**src/rtl/ahb_master_arbiter.sv**
```systemverilog
// Two-master AHB-lite arbiter: round-robin with a per-grant beat budget,
// lock support and parking on M0. Address/control follow the address-phase
// owner; write data follows the data-phase owner one hready edge later.
module ahb_master_arbiter #(
  parameter int unsigned BURST_MAX = 8
) (
  input  logic        clk,
  input  logic        reset,
  input  logic        m0_hbusreq,
  input  logic        m1_hbusreq,
  input  logic        m0_hlock,
  input  logic        m1_hlock,
  input  logic [31:0] m0_haddr,
  input  logic [31:0] m1_haddr,
  input  logic [1:0]  m0_htrans,
  input  logic [1:0]  m1_htrans,
  input  logic        m0_hwrite,
  input  logic        m1_hwrite,
  input  logic [2:0]  m0_hsize,
  input  logic [2:0]  m1_hsize,
  input  logic [3:0]  m0_hprot,
  input  logic [3:0]  m1_hprot,
  input  logic        m0_is_signed,
  input  logic        m1_is_signed,
  input  logic [31:0] m0_hwdata,
  input  logic [31:0] m1_hwdata,
  input  logic        hready,
  input  logic        hresp,
  output logic        m0_hgrant,
  output logic        m1_hgrant,
  output logic [31:0] haddr,
  output logic [1:0]  htrans,
  output logic        hwrite,
  output logic [2:0]  hsize,
  output logic [3:0]  hprot,
  output logic        is_signed,
  output logic [31:0] hwdata,
  output logic        hmastlock,
  output logic        hmaster,
  output logic        hmaster_data
);

  localparam int unsigned CW = $clog2(BURST_MAX + 1);
  localparam logic [CW-1:0] CNT_MAX = CW'(BURST_MAX);

  typedef enum logic {
    OWN_M0 = 1'b0,
    OWN_M1 = 1'b1
  } owner_e;

  owner_e        g;
  owner_e        g_nxt;
  logic [CW-1:0] cnt;
  logic          cur_lock;
  logic          cur_req;
  logic          oth_req;
  logic          beat;
  logic          hresp_unused;

  // Error responses go straight to the masters; arbitration ignores them.
  assign hresp_unused = hresp;

  assign m0_hgrant = (g == OWN_M0);
  assign m1_hgrant = (g == OWN_M1);

  // Address/control mux on the address-phase owner; htrans idles in reset.
  always_comb begin
    if (hmaster) begin
      haddr     = m1_haddr;
      htrans    = m1_htrans;
      hwrite    = m1_hwrite;
      hsize     = m1_hsize;
      hprot     = m1_hprot;
      is_signed = m1_is_signed;
    end else begin
      haddr     = m0_haddr;
      htrans    = m0_htrans;
      hwrite    = m0_hwrite;
      hsize     = m0_hsize;
      hprot     = m0_hprot;
      is_signed = m0_is_signed;
    end
    if (!reset) begin
      htrans = '0;
    end
  end

  // Write data mux on the data-phase owner.
  always_comb begin
    hwdata = hmaster_data ? m1_hwdata : m0_hwdata;
  end

  // Next-grant decision: lock holds, budget/release hands over, idle parks on M0.
  always_comb begin
    cur_lock = (g == OWN_M1) ? m1_hlock   : m0_hlock;
    cur_req  = (g == OWN_M1) ? m1_hbusreq : m0_hbusreq;
    oth_req  = (g == OWN_M1) ? m0_hbusreq : m1_hbusreq;
    beat     = (hmaster == logic'(g)) && htrans[1];
    g_nxt    = g;
    if (cur_lock) begin
      g_nxt = g;
    end else if (oth_req && (!cur_req || (cnt >= CNT_MAX))) begin
      g_nxt = (g == OWN_M0) ? OWN_M1 : OWN_M0;
    end else if (!m0_hbusreq && !m1_hbusreq) begin
      g_nxt = OWN_M0;
    end
  end

  // Ownership pipeline and beat budget, advancing only on completed transfers.
  always_ff @(posedge clk or negedge reset) begin
    if (!reset) begin
      g            <= OWN_M0;
      hmaster      <= 1'b0;
      hmaster_data <= 1'b0;
      hmastlock    <= 1'b0;
      cnt          <= '0;
    end else if (hready) begin
      hmaster_data <= hmaster;
      hmaster      <= logic'(g);
      hmastlock    <= cur_lock;
      g            <= g_nxt;
      if (g_nxt != g) begin
        cnt <= '0;
      end else if (beat && (cnt < CNT_MAX)) begin
        cnt <= cnt + CW'(1);
      end
    end
  end

endmodule

```
**config.mk**
```make
export PLATFORM = sky130hd
export DESIGN_NAME = ahb_master_arbiter
export DESIGN_NICKNAME = d
export VERILOG_FILES = /design/src/rtl/ahb_master_arbiter.sv
export SDC_FILE = /design/constraint.sdc
export NUM_CORES = 1
export LEC_CHECK = 0
export BUFFER_PORTS_ARGS = -buffer_cell sky130_fd_sc_hd__buf_2
export CAP_MARGIN = 20
export CORE_AREA = 3 3 90 92
export CTS_BUF_LIST = sky130_fd_sc_hd__clkbuf_4
export DETAILED_ROUTE_END_ITERATION = 10
export DIE_AREA = 0 0 93 95
export PLACE_DENSITY = 0.54
export SLEW_MARGIN = 10
export SYNTH_ARGS = -nofsm -noshare
export SYNTH_HDL_FRONTEND = slang
export SYNTH_SLANG_ARGS = --single-unit
```
**constraint.sdc**
```tcl
create_clock -name clk -period 2.9 [get_ports clk]
set_input_delay 0.29 -clock clk [delete_from_list [all_inputs] [get_ports clk]]
set_output_delay 0.29 -clock clk [all_outputs]
set_load 0.05 [all_outputs]
```
# Yosys cells after proc, flatten, opt, wreduce, memory -nomap -nowiden
# Cells that the tools add are included.
[totals]
ff_bits = 8
in_bits = 158
out_inout_bits = 80
word_cells = 38
[op_classes]
add_sub_neg = 1
n_lt_le_gt_ge = 2
eq_ne = 2
muxes = 17
bitwise = 1
n_reduce_logical = 10
[ops]
columns = ["cell", "count"]
rows = [
  ["$mux 32", 2],
  ["$mux 4", 3],
  ["$mux 1", 9],
  ["$add 4x1->4 const B", 1],
  ["$ge 4x4->1 const B", 1],
  ["$logic_and 1x1->1", 4],
  ["$lt 4x4->1 const B", 1],
  ["$mux 2", 2],
  ["$logic_not 1->1", 3],
  ["$mux 3", 1],
  ["$reduce_and 2->1", 1],
  ["$reduce_bool 2->1", 1],
  ["$eq 1x1->1", 1],
  ["$logic_or 1x1->1", 1],
  ["$ne 1x1->1", 1],
  ["$not 1->1", 1],
]

# Longest topological paths before layout
[logic_depth]
ltp_word = 9
ltp_mapped = 5

# Least setup slack after synthesis
# No wires, ideal clock.
[synth_timing]
path_type = "reg2out"
from = "register hmaster"
to = "output port htrans[1]"
arrival_ps = 1626
required_ps = 2610
path_slack_ps = 984
path_stages_with_launch = 4
n_path_buf = 1
cell_sequence = "dfrtp_1 > buf_6 > mux2i_1 > nor2b_1"
[synth_between]
elab_chain_cells = 2
[synth_rtl]
columns = ["element", "line_no", "rtl"]
rows = [
  ["from (decl)", "39", "output logic hmaster,"],
  ["from (signal assigned)", "119", "hmaster <= logic'(g);"],
  ["$mux 2", "68", "if (hmaster) begin"],
  ["$mux 2", "83", "if (!reset) begin"],
  ["to (decl)", "32", "output logic [1:0] htrans,"],
]
# Every way passes these cells.

# Worst setup path in the final report
[layout_timing]
from = "register hmaster"
to = "output port haddr[28]"
[layout_between]
elab_chain_cells = 1
[layout_rtl]
columns = ["element", "line_no", "rtl"]
rows = [
  ["$mux 32", "68", ""],
  ["to (decl)", "31", "output logic [31:0] haddr,"],
]
# Every way passes these cells.

==> results by group <==
Outcome
  • Status: finished clean

Setup path
  • FF-to-FF Start: hmaster
  • Crit start category: flip-flop
  • Worst Path Arrival: 1.90 ns
  • Req. time, crit path: 2.61 ns
  • Reg2reg end: cnt[2]
  • Reg2reg setup slack: 1.06 ns
  • WS Path Type: flip-flop to primary output
  • R2R depth: 5
  • CP Max Fanout: 27
  • CP endpoint kind: primary output
  • Crit path from: hmaster

STA
  • Setup Skew: 0.00102 ns
  • Slew at the pin closest to its max-slew limit: 0.552 ns
  • Period minus WS final: 2.19 ns
  • RSZ-0062 raised after global routing: no
  • Fmax: 456 MHz
  • Final Max Tran Viols: 0
  • TNS Setup: 0 ns
  • Hold Worst Slack: 0.304 ns
  • Final Hold Fails: 0
  • Setup violators final: 0
  • Post-route clock period utilization: 75.7%
  • Slew HR: 63.2%

Die
  • # rows: 31
  • Die width: 93 um
  • Chip height: 95 um
  • Io pins: 238
  • Die area: 8840 um^2
  • Initial Util: 18.9%
  • Core area: 7290 um^2

Clocking
  • CTS H-tree lvls: 1
  • CTS Sinks: 8
  • PostCTS Resize Cnt: 0
  • Worst-path clk slew: 0.06 ns
  • Clk_lat worst skew: 0.26 ns
  • CTS Buf Count: 3
  • Longest Clk Path Bufs: 2
  • CTS tree: yes
  • Root buffer cell: clkbuf_4

Synth
  • Ys Warns: 0
  • Mapped Area: 1380 um^2
  • Register area share after synthesis: 14.5%
  • Synthesized flop and latch total: 8
  • Post-Syn Nets: 292
  • Synth cell types: 27
  • Avg Inst Size Synth: 10.5 um^2
  • Cells after Synth: 132

Global routing
  • Global Route met3 Usage: 2.71%
  • Gr busiest metal: met2
  • Initial antenna violation count: 0
  • First-pass GRT wire length: 8340 um
  • GR Util met2: 19.9%
  • M1 GR Usage: 15.0%
  • Largest net degree at the start of global routing: 34
  • Vias in the first global route: 1760
  • Gr usage total: 11.5%
  • GRT Residual Overflow: 0

Hold path
  • Min-delay worst type: input port to flip-flop
  • Hold path depth: 2
  • HP Start: m1_hbusreq
  • Hold path endpoint: m1_hgrant

Routing
  • Post-route ant nets: 0
  • Drt total wl: 5880 um
  • Vias: 1870
  • DR iter-0 viols: 15
  • Drt first pass iters: 3
  • Drt wl/cell: 12.7 um
  • Vias per cell: 4.03
  • DRC: 0

Pwr
  • Leak: 1.50 nW
  • Pwr/cell area: 623 nW/um^2
  • Worst vdd ir: 0.254 mV
  • Final Power: 1.68 mW

Place
  • Port Buf Inserts: 236
  • GP Congestion: 0.742
  • Area after DPL: 2650 um^2
  • HPWL Detailed: 5290 um

Finish
  • Area occupied by multi-input gates: 1100 um^2
  • Commonest non-fill, non-tap cells in the layout: 236 x buf_2, 75 x mux2_2, 7 x dfrtp_1
  • Fill cells: 786
  • Share of cells above drive strength 1: 87.9%
  • Final layout net count: 526
  • Post-route cell area: 2690 um^2
  • Diodes inserted: 0
  • Area Growth Syn to Fin: 94.8%
  • Sequential cell area: 201 um^2
  • Commonest non-fill, non-tap cell in the layout: buf_2

Job
  • MaxCap Viol Count: 0
[Yosys cell counts, drive strengths merged]
cell type	n	area, um^2
nand3	1	5.00
dfrtp	8	200
and2	1	6.26
xnor2	2	25.0
mux2i	3	30.0
mux2	75	845
or3	1	6.26
a2bb2oi	1	8.76
a21oi	2	10.0
and2b	1	7.51
o32ai	1	8.76
a22o	2	17.5
clkbuf	1	3.75
a21boi	1	7.51
nand2b	3	18.8
ha	2	25.0
nor2b	3	18.8
inv	4	15.0
o2bb2ai	1	8.76
nand4b	1	23.8
nor3	1	5.00
o21ai	1	5.00
nor2	4	15.0
buf	10	56.3
nand2	2	7.51
[sequential cells by signal (all words and copies together), names as in the netlist]
register,count
hmaster,1
hmastlock,1
m1_hgrant,1
cnt,4
hmaster_data,1
[what timing repair did]
item,CTS,global route
hold buffers,1,0
hold endpoints to repair,8,0
buffers inserted,0,0
[power by group]
| group | internal [mW] | switching, mW | total, mW |
|---|---|---|---|
| Sequential | 0.137 | 0.0504 | 0.188 |
| Combinational | 0.450 | 0.932 | 1.38 |
| Clock | 0.0623 | 0.0429 | 0.105 |
[per-stage QoR]
stage / utilization [%] / setup WS, ns / instances
after floorplan: - / 0.984 / 132
after global placement: 36.3 / 0.981 / 459
after detailed placement: 36.3 / 0.968 / 459
after CTS: 36.9 / 0.674 / 464
after global routing: 36.9 / 0.605 / 464
final: 36.9 / 0.706 / 464
[final cells by class]
class,count,share of cell area (%)
Inverter,4,0.558
Clock buffer,4,1.12
Timing Repair Buffer,240,45.1
Sequential cell,8,7.49
Tap cell,99,4.61
Multi-Input combinational cell,109,41.1
[routing by layer]
layer  share of wire, %  wire length (um)  up-vias
li1                   -                 -      953
met1                 39              2300      833
met2                 52              3060       81
met3                8.4               496        3
met4               0.49                29        0
met5                  0                 0        -
[worst max path at each step]
stage	end	slack [ns]	cells past startpoint
after floorplan	htrans[1]	0.98	3
after global placement	haddr[28]	0.98	3
after detailed placement	haddr[28]	0.97	3
after CTS	haddr[28]	0.67	3
after global routing	haddr[28]	0.61	3
final	haddr[28]	0.71	3
[cells by family after synthesis]
family / synth area share (%)
adders and majority gates: 1.81
AOI/OAI and AO/OA: 4.81
and+or+nand+nor: 8.25
DFF: 14.5
xor gates and xnor gates: 1.81
muxes: 63.4
buffers and inverters: 5.44
[worst max-delay path, stage by stage (launching register included)]
cell and delay (ns):
dfrtp_2 0.72, buf_4 0.34, mux2_2 0.36, buf_2 0.21
(Power assumes the default switching activity.)
